**config.mk**
```make
export PLATFORM = sky130hd
export DESIGN_NAME = demux2_stream
export DESIGN_NICKNAME = d
export VERILOG_FILES = /design/src/rtl/demux2_stream.sv
export SDC_FILE = /design/constraint.sdc
export NUM_CORES = 1
export LEC_CHECK = 0
export CAP_MARGIN = 20
export CORE_MARGIN = 2
export CORE_UTILIZATION = 50
export DETAILED_ROUTE_END_ITERATION = 8
export PLACE_DENSITY = 0.77
export SYNTH_ARGS = -nofsm -noshare
export SYNTH_HDL_FRONTEND = slang
export SYNTH_SLANG_ARGS = --single-unit
```
**constraint.sdc**
```tcl
create_clock -name clk -period 3.5 [get_ports clk]
set_input_delay 0.7 -clock clk [delete_from_list [all_inputs] [get_ports clk]]
set_output_delay 0.7 -clock clk [all_outputs]
set_load 0.005 [all_outputs]
```
**src/rtl/demux2_stream.sv**
```systemverilog
// 1:2 valid/ready stream demultiplexer steering each word by in_sel.
// Each output channel has a 2-entry FIFO and a wrapping accepted-word counter.
module demux2_stream #(
    parameter int WIDTH = 8,
    parameter int CNT_W = 8
) (
    input  logic             clk,
    input  logic             reset,
    input  logic             in_valid,
    input  logic             in_sel,
    input  logic [WIDTH-1:0] in_data,
    output logic             in_ready,
    output logic             out0_valid,
    input  logic             out0_ready,
    output logic [WIDTH-1:0] out0_data,
    output logic             out1_valid,
    input  logic             out1_ready,
    output logic [WIDTH-1:0] out1_data,
    output logic [CNT_W-1:0] cnt0,
    output logic [CNT_W-1:0] cnt1
);

    logic [1:0]       occ  [2];
    logic [WIDTH-1:0] head [2];
    logic [WIDTH-1:0] tail [2];
    logic [CNT_W-1:0] cnt  [2];
    logic [1:0]       push;
    logic [1:0]       pop;

    // Ready looks only at the selected channel's occupancy, never at consumer ready.
    always_comb begin
        in_ready = in_sel ? (occ[1] != 2'd2) : (occ[0] != 2'd2);
        push     = 2'b00;
        pop      = 2'b00;
        push[0]  = in_valid && in_ready && !in_sel;
        push[1]  = in_valid && in_ready && in_sel;
        pop[0]   = (occ[0] != 2'd0) && out0_ready;
        pop[1]   = (occ[1] != 2'd0) && out1_ready;
    end

    always_ff @(posedge clk) begin
        if (reset) begin
            for (int k = 0; k < 2; k++) begin
                occ[k]  <= 2'd0;
                head[k] <= '0;
                tail[k] <= '0;
                cnt[k]  <= '0;
            end
        end else begin
            for (int k = 0; k < 2; k++) begin
                unique case ({push[k], pop[k]})
                    2'b10: begin
                        if (occ[k] == 2'd0) head[k] <= in_data;
                        else                tail[k] <= in_data;
                        occ[k] <= occ[k] + 2'd1;
                    end
                    2'b01: begin
                        // With one entry left the head keeps the popped word.
                        if (occ[k] == 2'd2) head[k] <= tail[k];
                        occ[k] <= occ[k] - 2'd1;
                    end
                    2'b11: begin
                        if (occ[k] == 2'd2) begin
                            head[k] <= tail[k];
                            tail[k] <= in_data;
                        end else begin
                            head[k] <= in_data;
                        end
                    end
                    default: ;
                endcase
                if (push[k]) cnt[k] <= cnt[k] + CNT_W'(1);
            end
        end
    end

    assign out0_valid = (occ[0] != 2'd0);
    assign out1_valid = (occ[1] != 2'd0);
    assign out0_data  = head[0];
    assign out1_data  = head[1];
    assign cnt0       = cnt[0];
    assign cnt1       = cnt[1];

endmodule

```
==> results.toml, run 1 <==
[yosys]
synthAdderAreaFrac_pct = 1.86
synth_nets = 244
synth_compound_area_share_pct = 11.6
synthesis.area_um2 = 2700
yosysSeqAreaShare_pct = 57.9
synth_xor_xnor_area_share_pct = 4.22
syn_area_per_cell_um2 = 11.9
yosysWarnings = 0
synth-edff-count = 52
synth_simple_gate_area_share_pct = 22.2
ys.flop_type = "edfxtp_1"
async_reset_ff_share_pct = 0
ys_ff_latch = 52
ys_types = 47
synth_top_family_by_area = "simple AND/OR/NAND/NOR gates"
synth_cells = 226
synthMuxAreaShare_pct = 0.418

[drt]
firstDrtPassIters = 4
routed_wl_mm = 4.95
vias_per_cell = 5.32
wire_per_inst_um = 14.2
drtIter0Drc = 53
drc = 0
ant_nets = 0
vias = 1855

[grt]
grt_pass1_vias = 1746
grt_overflow = 0
grt_use_total_pct = 17.3
grt_start_max_net_pins = 17
antenna_found_initial = 0
grt_pass1_wl_mm = 8.18

[floorplanning]
die_area_um2 = 5990
rows = 26
die_w_um = 77.4
core_area_um2 = 5140
start_util_pct = 52.4
ioPinCount = 49
chipHeight_um = 77.4

[clock_network]
clk_pin_slew_ps = 90
cts_repair_resize_count = 0
postCtsSetupBuffers = 0
ctsHoldBuffers = 0
root_buffer = "clkbuf_8"
numCtsBuffers = 5
cts_buffer_depth = 2
clk_latency_ps = 310
clock_sinks = 52
cts_tree = "done"
h-tree-depth = 2

[layout]
most-common-layout-cells = "edfxtp_1 (52), clkdlybuf4s50_1 (48), nand2_1 (37)"
num_antenna_cells = 0
final_common_cell = "edfxtp_1"
drive_above_1_share_pct = 14.7
area_delta_synth_final_pct = 23.8
utilization_pct = 64.9
fin_nets = 296

[min_path]
hold_class = "flop to flop"

[setup_path]
critPathMaxFanout = 7
cp_data_required_time_ps = 2800
timing.setup.critical_path_class = "input pin to output port"
cp-end-kind = "output port"
arrival_ps = 2180
ff2ff_setup_slack_ps = 1660
start_kind = "input pin"

[sta]
fin_setup_tns_ps = 0
slew_headroom_pct = 61.1
final_hold_viol_count = 0
period_needed_ps = 2880
post-route-period-util_pct = 82.2
worst_slew_pin_slew_ps = 575
maxSlewViolCount = 0
rsz0062_at_grt = "no"
fmax_mhz = 347
skew_ps = 9.94
setup_viol = 0

[power_and_ir_drop]
power.density_nw_per_um2 = 470
p_switching_uw = 439
seqPwrFrac_pct = 53.0
clock_power_share_pct = 21.5
comb_power_share_pct = 25.5
p_int_uw = 1130
p_sw_share_pct = 28.0
power.leakage_uw = 0.00122
vdd_drop_max_mv = 0.281

[placed_design]
place_hpwl_mm = 3.73
place.gp.congestion = 0.767
portBuffers = 48

[status]
status = "complete, no violations"

[run]
max_cap_violations = 0
[kinds of logic (layout without fill, tap and decap cells)]
family | count (synthesis) | after routing
AND/OR/NAND/NOR | 111 | 111
flip-flops | 52 | 52
AO/OA/AOI/OAI | 35 | 35
XOR/XNOR | 13 | 13
buffers and inverters | 10 | 63
adder cells (fa/ha/maj) | 4 | 4
multiplexers | 1 | 1
[Yosys cell counts (2+ instances only)]
| cell | count | area, µm² |
|---|---|---|
| nand2_1 | 37 | 139 |
| xnor2_1 | 7 | 61.3 |
| or2_1 | 2 | 12.5 |
| inv_2 | 2 | 7.51 |
| a21oi_2 | 8 | 70.1 |
| ha_1 | 4 | 50.1 |
| a21o_1 | 3 | 22.5 |
| buf_4 | 2 | 15.0 |
| and2_1 | 16 | 100 |
| inv_1 | 3 | 11.3 |
| o21ai_1 | 2 | 10.0 |
| nor2b_1 | 6 | 37.5 |
| o21a_4 | 2 | 30.0 |
| and4_1 | 2 | 17.5 |
| nor2_1 | 15 | 56.3 |
| and3_1 | 4 | 25.0 |
| o211ai_1 | 2 | 15.0 |
| nor3b_2 | 2 | 25.0 |
| nand3_1 | 7 | 35.0 |
| buf_2 | 2 | 10.0 |
| o21ai_2 | 8 | 70.1 |
| xor2_1 | 6 | 52.6 |
| edfxtp_1 | 52 | 1560 |
| nand2b_1 | 7 | 43.8 |
| or2_2 | 2 | 12.5 |
| nand4_1 | 2 | 12.5 |
[metal layers]
metal	share of wire [%]	up-vias	global-route usage, %
li1	-	918	-
met1	45	881	22.6
met2	49	49	28.5
met3	4.8	7	4.30
met4	1.3	0	5.54
met5	0	-	0
[registers in the layout, summed over array words and instances, names as in the netlist]
register / cells
tail: 16
occ: 4
head: 16
cnt: 16
[worst max-delay path: stages]
cell and delay (ps):
clkdlybuf4s50_1 630, mux2_2 400, clkdlybuf4s50_1 450
[final cells by class]
class	instances	area [µm²]
Sequential cell	52	1560
Clock inverter	3	17.5
Tap cell	70	87.6
Inverter	5	18.8
Timing Repair Buffer	50	495
Fill cell	430	1800
Multi-Input combinational cell	164	1090
Clock buffer	5	68.8
[metrics by stage]
| stage | hold WS, ps | std cells | power [µW] | area, µm² | setup WS, ps |
|---|---|---|---|---|---|
| finish | 530 | 349 | 1570 | 3340 | 621 |
| global route | 556 | 349 | 1640 | 3340 | 579 |
| CTS | 536 | 349 | 1580 | 3340 | 628 |
| detailed placement | 513 | 341 | 1250 | 3250 | 631 |
| global placement | 499 | 341 | 1240 | 3250 | 642 |
| floorplan | 497 | 226 | 1060 | 2700 | 1580 |
[worst paths after layout]
| check | startpoint | endpoint | cells past startpoint |
|---|---|---|---|
| worst max-delay path | in_sel | in_ready | 3 |
| worst min-delay path | tail[1][2] | head[1][2] | 2 |
| worst max register to register | occ[0][0] | head[0][0] | 3 |
| worst min register to register | tail[1][2] | head[1][2] | 2 |
[power groups by stage]
stage                     clock network, µW  registers (µW)  logic (µW)
after floorplan                           0             838         218
after global placement                    0             845         392
after detailed placement                  0             845         401
after CTS                               344             832         404
after global routing                    369             842         433
final                                   337             831         399
Note: power is estimated with default switching activity, not from simulation.
==> run 2: changes to the inputs <==
Settings changed: CORE_UTILIZATION 50 to 47, PLACE_DENSITY 0.77 to 0.76.
Clock period 3.5 ns to 2.57 ns, I/O delays scaled along.
==> run 2 against run 1 <==
Net effect: utilization down 3.7 points; wire length up 0.73%; die area up 6.1%; clock power up 35%; power up 36%; setup slack worse by 380 ps.
==> results.toml, run 2 (synthesis gave the netlist of run 1 again) <==
[clock_network]
cts_tree = "done"
ctsHoldBuffers = 0
clk_latency_ps = 300
cts_repair_resize_count = 0
root_buffer = "clkbuf_8"
numCtsBuffers = 5
cts_buffer_depth = 2
clk_pin_slew_ps = 90
postCtsSetupBuffers = 0
clock_sinks = 52
h-tree-depth = 2

[drt]
routed_wl_mm = 4.98
vias = 1847
ant_nets = 0
wire_per_inst_um = 14.0
drc = 0
firstDrtPassIters = 4
vias_per_cell = 5.20
drtIter0Drc = 72

[sta]
rsz0062_at_grt = "no"
fin_setup_tns_ps = 0
worst_slew_pin_slew_ps = 467
setup_viol = 0
skew_ps = 1.71
maxSlewViolCount = 0
final_hold_viol_count = 0
post-route-period-util_pct = 90.5
slew_headroom_pct = 68.8
fmax_mhz = 430
period_needed_ps = 2320

[setup_path]
critical-path-max-stage-delay_ps = 480
path_delay_family = "buffers and inverters"
crit_slowest_cell = "clkdlybuf4s50_1"
arrival_ps = 1810
timing.setup.critical_path_class = "input pin to output port"
cp-end-kind = "output port"
critPathMaxFanout = 4
ff2ff_setup_slack_ps = 780
start_kind = "input pin"
crit_path_frequent_cell = "clkdlybuf4s50_1"
cp_data_required_time_ps = 2060
path_cells = "clkdlybuf4s50_1, mux2_2, clkdlybuf4s50_1"
worstPathBufferInverterCount = 2

[floorplanning]
die_area_um2 = 6360
die_w_um = 79.7
start_util_pct = 48.9
core_area_um2 = 5510
rows = 27
chipHeight_um = 79.7
ioPinCount = 49

[placed_design]
place.gp.congestion = 0.777
place_hpwl_mm = 3.75
placedCellCount = 347
portBuffers = 48

[grt]
grt_pass1_wl_mm = 8.54
grt_use_total_pct = 17.5
grt_pass1_vias = 1821
grt_overflow = 0
grt_start_max_net_pins = 17
antenna_found_initial = 0

[layout]
area_delta_synth_final_pct = 25.0
top_regs = "cnt: 16 flops, head: 16 flops, tail: 16 flops"
fin_nets = 300
num_antenna_cells = 0
final_common_cell = "edfxtp_1"
most-common-layout-cells = "edfxtp_1 (52), clkdlybuf4s50_1 (48), nand2_1 (37)"
drive_above_1_share_pct = 15.9
final_cells = 355
fillers = 458

[power_and_ir_drop]
vdd_drop_max_mv = 0.324
power.leakage_uw = 0.00124
power.density_nw_per_um2 = 634

[min_path]
hold_class = "flop to flop"

[run]
max_cap_violations = 0

[status]
status = "complete, no violations"
[run 2: cell types whose count changed in the layout (fill, tap and decap cells not counted), sizes merged]
cell	previous run	this run
buf	2	6
[run 2: tightest hold or removal path: cells and delay by family (launching register included)]
| family | cells | cell delay, ps |
|---|---|---|
| compound gates | 1 | 50 |
| flops | 1 | 330 |
| simple gates | 1 | 50 |
[run 2: stage by stage]
step / hold WS [ps] / utilization, % / instance area [µm²] / total power [µW] / setup WS [ps]
2_1_floorplan: 497 / - / 2700 / 1440 / 834
3_3_place_gp: 498 / 59.6 / 3280 / 1690 / 250
3_5_place_dp: 510 / 59.6 / 3280 / 1700 / 248
4_1_cts: 536 / 61.2 / 3370 / 2160 / 241
5_1_grt: 554 / 61.2 / 3370 / 2260 / 197
6_report: 534 / 61.2 / 3370 / 2140 / 245
[run 2: final cells by class]
| class | instances | area, µm² | share of cell area, % |
|---|---|---|---|
| Clock buffer | 5 | 68.8 | 2.04 |
| Clock inverter | 3 | 17.5 | 0.520 |
| Inverter | 5 | 18.8 | 0.557 |
| Multi-Input combinational cell | 164 | 1090 | 32.2 |
| Sequential cell | 52 | 1560 | 46.4 |
| Tap cell | 72 | 90.1 | 2.67 |
| Timing Repair Buffer | 54 | 526 | 15.6 |
[run 2: power breakdown]
part | switching (µW) | leakage [µW] | internal [µW]
sequential | 67.7 | 0.000547 | 1070
clock | 264 | 0.0000460 | 191
combinational | 264 | 0.000645 | 285
[run 2: layer usage]
layer	share of wire [%]	GRT usage [%]	vias up
li1	-	-	916
met1	44	23.2	878
met2	49	29.2	47
met3	4.9	3.62	6
met4	1.2	5.17	0
met5	0	0	-
[run 2: path summary, 6_finish.rpt]
kind / startpoint / end / cells after the start
max: in_sel / in_ready / 3
min: tail[1][1] / head[1][1] / 2
max reg2reg: occ[0][0] / cnt[0][7] / 4
min reg2reg: tail[1][1] / head[1][1] / 2
